$ cat src/rtl/fp_mul_seq.sv
// -----------------------------------------------------------------------------
// fp_mul_seq
//   Sequential IEEE-754-style floating-point multiplier. Significands are
//   multiplied by iterative shift-add, one multiplier bit per cycle. The result
//   is rounded to nearest-even. Subnormal inputs and subnormal results are
//   flushed to zero. NaN, infinity and zero operands follow the usual IEEE rules.
//   Every operand class takes the same fixed latency: out_valid rises
//   MAN_W+2 edges after the accepting edge.
//
//   Optional feature macro: FP_MUL_SEQ_FLAGS_EN
//     When defined, out_flags[3:0] = {invalid, overflow, underflow, inexact}
//     is added. The flags are registered together with the result.
//
// Ports
//   clock                       rising-edge clock
//   reset                       synchronous, active-low
//   in_valid / in_ready         operand handshake
//   in_a_* / in_b_*             operand sign, biased exponent, mantissa
//   out_valid / out_ready       result handshake
//   out_sign/exponent/mantissa  result fields
//   out_flags                   exception flags (FP_MUL_SEQ_FLAGS_EN only)
//
// state | meaning
// ------+--------------------------------------------------------------
// IDLE  | waiting for an operand pair; in_ready=1
// MUL   | shift-add iterations 0..MAN_W on the significands
// NORM  | normalise, round, apply specials, load result registers
// DONE  | result presented; held until out_ready
// -----------------------------------------------------------------------------
module fp_mul_seq #(
   parameter int EXP_W = 5,
   parameter int MAN_W = 10
) (
   input  logic             clock,
   input  logic             reset,
   input  logic             in_valid,
   output logic             in_ready,
   input  logic             in_a_sign,
   input  logic [EXP_W-1:0] in_a_exponent,
   input  logic [MAN_W-1:0] in_a_mantissa,
   input  logic             in_b_sign,
   input  logic [EXP_W-1:0] in_b_exponent,
   input  logic [MAN_W-1:0] in_b_mantissa,
   output logic             out_valid,
   input  logic             out_ready,
   output logic             out_sign,
   output logic [EXP_W-1:0] out_exponent,
   output logic [MAN_W-1:0] out_mantissa
`ifdef FP_MUL_SEQ_FLAGS_EN
   ,
   output logic [3:0]       out_flags
`endif
);

   localparam int SIG_W  = MAN_W + 1;
   localparam int PROD_W = 2 * SIG_W;
   localparam int CNT_W  = $clog2(SIG_W + 1);
   localparam int EW2    = EXP_W + 2;
   localparam int BIAS   = 2**(EXP_W-1) - 1;
   localparam int EMAX   = 2**EXP_W - 1;

   typedef enum logic [1:0] {IDLE, MUL, NORM, DONE} state_e;

   state_e              state_q;
   logic [CNT_W-1:0]    cnt_q;
   logic                sign_q;
   logic                nan_q, inf_q, zero_q;
   logic [EXP_W-1:0]    ea_q, eb_q;
   logic [SIG_W-1:0]    mcand_q, mplier_q;
   logic [PROD_W-1:0]   prod_q, prod_d;
   logic                res_sign_q;
   logic [EXP_W-1:0]    res_exp_q;
   logic [MAN_W-1:0]    res_man_q;

   // operand classification (exp==0 covers zero and flushed subnormals)
   logic a_zero, a_inf, a_nan, b_zero, b_inf, b_nan;
   assign a_zero = (in_a_exponent == '0);
   assign b_zero = (in_b_exponent == '0);
   assign a_inf  = (&in_a_exponent) && (in_a_mantissa == '0);
   assign b_inf  = (&in_b_exponent) && (in_b_mantissa == '0);
   assign a_nan  = (&in_a_exponent) && (in_a_mantissa != '0);
   assign b_nan  = (&in_b_exponent) && (in_b_mantissa != '0);

   // one shift-add step: add multiplicand << cnt when multiplier bit cnt is set
   always_comb begin
      prod_d = prod_q;
      if (mplier_q[cnt_q])
         prod_d = prod_q + (PROD_W'(mcand_q) << cnt_q);
   end

   // normalise and round
   logic                  msb;
   logic [PROD_W-1:0]     norm;
   logic [MAN_W-1:0]      man_raw;
   logic                  g_bit, s_bit, rnd_up;
   logic [MAN_W:0]        man_rnd;
   logic signed [EW2-1:0] e_unb, e_rnd;
   logic                  ovf, unf, finite;
   logic                  nxt_sign;
   logic [EXP_W-1:0]      nxt_exp;
   logic [MAN_W-1:0]      nxt_man;

   always_comb begin
      msb     = prod_q[PROD_W-1];
      norm    = msb ? prod_q : (prod_q << 1);
      man_raw = norm[PROD_W-2 -: MAN_W];
      g_bit   = norm[PROD_W-2-MAN_W];
      s_bit   = |norm[PROD_W-3-MAN_W:0];
      rnd_up  = g_bit & (s_bit | man_raw[0]);
      man_rnd = {1'b0, man_raw} + {{MAN_W{1'b0}}, rnd_up};
      e_unb   = $signed({2'b00, ea_q}) + $signed({2'b00, eb_q})
                - $signed(EW2'(BIAS)) + $signed({{(EW2-1){1'b0}}, msb});
      // a rounding carry leaves the mantissa field at zero and bumps the exponent
      e_rnd   = e_unb + $signed({{(EW2-1){1'b0}}, man_rnd[MAN_W]});
      ovf     = (e_rnd >= $signed(EW2'(EMAX)));
      unf     = (e_rnd <= $signed(EW2'(0)));
      finite  = !(nan_q || inf_q || zero_q);

      nxt_sign = sign_q;
      nxt_exp  = e_rnd[EXP_W-1:0];
      nxt_man  = man_rnd[MAN_W-1:0];
      if (nan_q) begin
         nxt_sign = 1'b0;
         nxt_exp  = '1;
         nxt_man  = {1'b1, {(MAN_W-1){1'b0}}};
      end else if (inf_q || (finite && ovf)) begin
         nxt_exp  = '1;
         nxt_man  = '0;
      end else if (zero_q || unf) begin
         nxt_exp  = '0;
         nxt_man  = '0;
      end
   end

`ifdef FP_MUL_SEQ_FLAGS_EN
   logic [3:0] flags_q, nxt_flags;
   assign nxt_flags = {nan_q,
                       finite & ovf,
                       finite & unf,
                       finite & (g_bit | s_bit | ovf | unf)};
   assign out_flags = flags_q;
`endif

   always_ff @(posedge clock) begin
      if (!reset) begin
         state_q    <= IDLE;
         cnt_q      <= '0;
         sign_q     <= 1'b0;
         nan_q      <= 1'b0;
         inf_q      <= 1'b0;
         zero_q     <= 1'b0;
         ea_q       <= '0;
         eb_q       <= '0;
         mcand_q    <= '0;
         mplier_q   <= '0;
         prod_q     <= '0;
         res_sign_q <= 1'b0;
         res_exp_q  <= '0;
         res_man_q  <= '0;
`ifdef FP_MUL_SEQ_FLAGS_EN
         flags_q    <= '0;
`endif
      end else begin
         case (state_q)
            IDLE: begin
               if (in_valid) begin
                  sign_q   <= in_a_sign ^ in_b_sign;
                  nan_q    <= a_nan | b_nan | (a_inf & b_zero) | (a_zero & b_inf);
                  inf_q    <= a_inf | b_inf;
                  zero_q   <= a_zero | b_zero;
                  ea_q     <= in_a_exponent;
                  eb_q     <= in_b_exponent;
                  mcand_q  <= {1'b1, in_a_mantissa};
                  mplier_q <= {1'b1, in_b_mantissa};
                  prod_q   <= '0;
                  cnt_q    <= '0;
                  state_q  <= MUL;
               end
            end
            MUL: begin
               prod_q <= prod_d;
               if (cnt_q == CNT_W'(MAN_W)) begin
                  state_q <= NORM;
               end else begin
                  cnt_q <= cnt_q + 1'b1;
               end
            end
            NORM: begin
               res_sign_q <= nxt_sign;
               res_exp_q  <= nxt_exp;
               res_man_q  <= nxt_man;
`ifdef FP_MUL_SEQ_FLAGS_EN
               flags_q    <= nxt_flags;
`endif
               state_q    <= DONE;
            end
            DONE: begin
               if (out_ready) state_q <= IDLE;
            end
            default: state_q <= IDLE;
         endcase
      end
   end

   assign in_ready     = (state_q == IDLE);
   assign out_valid    = (state_q == DONE);
   assign out_sign     = res_sign_q;
   assign out_exponent = res_exp_q;
   assign out_mantissa = res_man_q;

endmodule
$ cat config.mk
export PLATFORM = sky130hd
export DESIGN_NAME = fp_mul_seq
export DESIGN_NICKNAME = d
export VERILOG_FILES = /design/src/rtl/fp_mul_seq.sv
export SDC_FILE = /design/constraint.sdc
export NUM_CORES = 1
export LEC_CHECK = 0
export CAP_MARGIN = 20
export CELL_PAD_IN_SITES_DETAIL_PLACEMENT = 1
export CELL_PAD_IN_SITES_GLOBAL_PLACEMENT = 2
export CORE_ASPECT_RATIO = 1.4
export CORE_MARGIN = 4
export CORE_UTILIZATION = 38
export CTS_BUF_LIST = sky130_fd_sc_hd__clkbuf_8
export DETAILED_ROUTE_END_ITERATION = 10
export HOLD_SLACK_MARGIN = 0.06
export PLACE_DENSITY = 0.9
export SLEW_MARGIN = 15
export SYNTH_ARGS = -nofsm -noshare
export SYNTH_HDL_FRONTEND = slang
export SYNTH_SLANG_ARGS = --single-unit
$ cat constraint.sdc
create_clock -name clock -period 6.45 [get_ports clock]
set_input_delay 0.645 -clock clock [delete_from_list [all_inputs] [get_ports clock]]
set_output_delay 0.645 -clock clock [all_outputs]
set_load 0.05 [all_outputs]
==> results.ini <==
[global_routing]
vias_in_the_first_global_route=5534
grt_overflow=0
grt_overall_usage_pct=19.8
grt_first_pass_wirelength_um=27500
grt_start_max_net_pins=64
antenna_found_initial=0

[route]
ant_nets_after_route=0
detail_route.wl_per_cell_um=17.5
postRouteWirelength_um=16300
viasPerCell=5.62
drt_pass1_iterations=4
drt_drc_violations_left=0
vias=5206
initial_drc_count=246

[logic_synthesis]
synth.avg_cell_area_um2=7.94
synth_simple_gate_area_share_pct=22.3
post_synth_fa_ha_maj_area_fraction_pct=9.36
synth_cells=704
synth_enable_flop_cells=0
synth.yosys.warnings=0
mappedNetlistNets=780
async_reset_ff_share_pct=0
post_synthesis_mux_area_share_pct=5.58
synth-xor-area-share_pct=4.39
synth_seq_area_share_pct=28.3
ys_dominant_reg_cell=dfxtp_1
synth_area_um2=5590
synth_seq_cells=79
ys_types=68
synth_compound_area_share_pct=25.6
synth_top_family_by_area=compound AO/OA/AOI/OAI gates

[sta]
finalMaxSlewViolations=0
fmax_mhz=213
fin_crit_sh_pct=72.8
period_needed_ns=4.70
hold_viol_final=0
rsz0062_at_grt=false
slew_headroom_pct=33.3
timing.hold.ws_ns=0.471
transition_at_the_pin_with_the_smallest_max_transition_slack_ns=1.00
setup-tns-final_ns=0
final-setup-viol-count=0
skew_ns=0.0173

[setup_path]
crit_path_cell_trace=nand2_1 > a21boi_0 > ha_1 > nand3_1 > nor2_1 > nand2_1 > nor3_1 > nand3_1 > fa_1 > inv_1 > fa_1 > a21o_1 > a21oi_1 > xnor2_1 > a311oi_1 > and4_1 > a32o_1
critPathKind=register to register
critical_path.endpoint_type=register
crit_path_max_incr_delay_ns=0.95
critPathArrivalTime_ns=5.02
kind_of_start_point_of_the_critical_path=register
cp_num_buf_inv=1
cp_top_family=simple AND/OR/NAND/NOR gates
crit_required_ns=6.77
critical_path_maximum_fanout=29
crit_path_top_delay_cell=dfxtp_1
slack_of_the_worst_reg_to_reg_path_ns=1.75
worstReg2RegStart=prod_q[21]
cp-startpoint=prod_q[21]

[placement]
portBuffers=53
hpwl_after_detailed_placement_um=12800
post_dp_cell_area_um2=6200
globalplace.congestion=0.857

[die]
die_area_um2=16700
die_h_um=151
floorplan.initialDensity_pct=38.7
placeableCoreArea_um2=14400
floorplan.rows=52
io_pins=54
die_w_um=110

[hold_path]
worst_hold_startpoint=mplier_q[8]
min-delay-path-class=register to register

[power]
p_leak_nw=2.50
vdd.ir_drop.worst_uv=127
p_per_area_nw_per_um2=288

[finish]
antenna_cells=0
layout-drive-gt1-share_pct=6.50
final_layout_fill_cell_count=1798
final_nets=809
synthToLayoutAreaGrowth_pct=15.2
postLayoutCellArea_um2=6440

[clock_tree]
post_cts_resize_count=0
clock_transition_at_the_registers_of_the_reported_paths_ns=0.09
tritoncts=done
clk_root_buffer_cell=clkbuf_8
cts_max_path_buffers=2
post_cts.repair.setup_buffers=0
cts_num_sinks=79
postCtsHoldBufs=0
worstSkewPairLatency_ns=0.38
tritoncts_buffer_count=9
cts-htree-levels=3

[flow_run]
cap_viol_max_count=0

[outcome]
run_status=complete, no violations

[through the flow]
| step | total power [mW] | instances | util, % | worst slack [ns] |
|---|---|---|---|---|
| 3_5_place_dp | 1.43 | 911 | 42.9 | 1.79 |
| 3_3_place_gp | 1.39 | 911 | 42.9 | 2.12 |
| 6_report | 1.86 | 927 | 44.6 | 1.75 |
| 2_1_floorplan | 1.21 | 704 | - | 2.50 |
| 5_1_grt | 1.99 | 927 | 44.6 | 1.21 |
| 4_1_cts | 1.87 | 927 | 44.6 | 1.77 |
[area by class of cell]
class | instances | area, µm² | area share, %
Tap cell | 189 | 236 | 3.67
Sequential cell | 79 | 1580 | 24.6
Clock inverter | 5 | 86.3 | 1.34
Inverter | 23 | 86.3 | 1.34
Clock buffer | 11 | 151 | 2.35
Timing Repair Buffer | 55 | 541 | 8.40
Multi-Input combinational cell | 565 | 3750 | 58.3
[sequential cells by signal (all words and copies together), names as in the netlist]
register and flops:
cnt_q 4, ea_q 5, eb_q 5, inf_q 1, mcand_q 11, mplier_q 10, nan_q 1, out_exponent 5
out_mantissa 10, out_sign 1, prod_q 22, sign_q 1, state_q 2, zero_q 1
[synth_stat cells, types with 5 or more instances]
master / instances / share of area (%)
o21ai_2: 9 / 1.4
a31oi_1: 6 / 0.67
a22oi_1: 7 / 0.94
o21ai_0: 26 / 2.3
dfxtp_1: 79 / 28
a32o_1: 5 / 0.90
nor2b_1: 18 / 2.0
nand2_1: 119 / 8.0
o21a_1: 7 / 0.94
a21boi_0: 33 / 4.4
a211oi_1: 8 / 1.1
mux2i_1: 18 / 3.2
clkbuf_1: 26 / 1.7
xnor2_1: 25 / 3.9
nor3_1: 19 / 1.7
nand2b_1: 5 / 0.56
a22o_1: 6 / 0.94
nand4_1: 7 / 0.78
inv_1: 22 / 1.5
ha_1: 37 / 8.3
nor2_1: 45 / 3.0
and2_1: 9 / 1.0
a21o_1: 9 / 1.2
a21boi_1: 6 / 0.81
nor4_1: 7 / 0.78
mux2_2: 7 / 1.4
nand3_1: 21 / 1.9
a21oi_1: 37 / 3.3
[cell families after synthesis]
logic type / after synthesis
AO/OA/AOI/OAI: 201
AND/OR/NAND/NOR: 269
adder cells (fa/ha/maj): 40
XOR/XNOR: 28
flip-flops: 79
multiplexers: 27
buffers and inverters: 60
[layout by cell type, fill, tap and decap left out, types with 4 or more instances in the layout]
| cell type | count |
|---|---|
| nor2b_1 | 18 |
| xnor2_1 | 25 |
| o21bai_1 | 4 |
| o31ai_1 | 4 |
| mux2_2 | 7 |
| mux2i_1 | 18 |
| a21o_1 | 9 |
| o21ai_0 | 26 |
| inv_1 | 22 |
| a32o_1 | 5 |
| nor2_1 | 45 |
| a22o_1 | 6 |
| and3_1 | 4 |
| and2_1 | 9 |
| nand2_1 | 119 |
| clkbuf_8 | 11 |
| nor4_1 | 7 |
| o21ai_2 | 9 |
| a21boi_0 | 33 |
| o211ai_1 | 4 |
| ha_1 | 37 |
| a21boi_1 | 6 |
| a21oi_1 | 37 |
| a22oi_1 | 7 |
| nand3_1 | 21 |
| clkdlybuf4s50_1 | 52 |
| dfxtp_1 | 79 |
| nand4_1 | 7 |
| a211oi_1 | 8 |
| o21a_1 | 7 |
| nand2b_1 | 5 |
| a31oi_1 | 6 |
| nor3_1 | 19 |
[tightest hold or removal path, cell delays in order, from the launching register on]
cell and delay (ns):
dfxtp_1 0.31, nand2_1 0.05, a21boi_0 0.06
[power by group]
part           switching, mW  internal, mW
logic                  0.494         0.286
clock network          0.200         0.243
registers             0.0744         0.558
total                  0.768          1.09
[layer usage]
| layer | share of wire (%) | GRT usage [%] | up-vias |
|---|---|---|---|
| met5 | 0 | 0 | - |
| li1 | - | - | 2576 |
| met1 | 42 | 22.5 | 2537 |
| met3 | 2.6 | 2.30 | 20 |
| met2 | 53 | 38.0 | 73 |
| met4 | 2.0 | 7.27 | 0 |
[worst paths after layout]
path	end	cells past startpoint
min	mplier_q[8]	2
max	out_mantissa[7]	17
max reg2reg	out_mantissa[7]	17
min reg2reg	mplier_q[8]	2
Power figures use the tool's default switching activity.
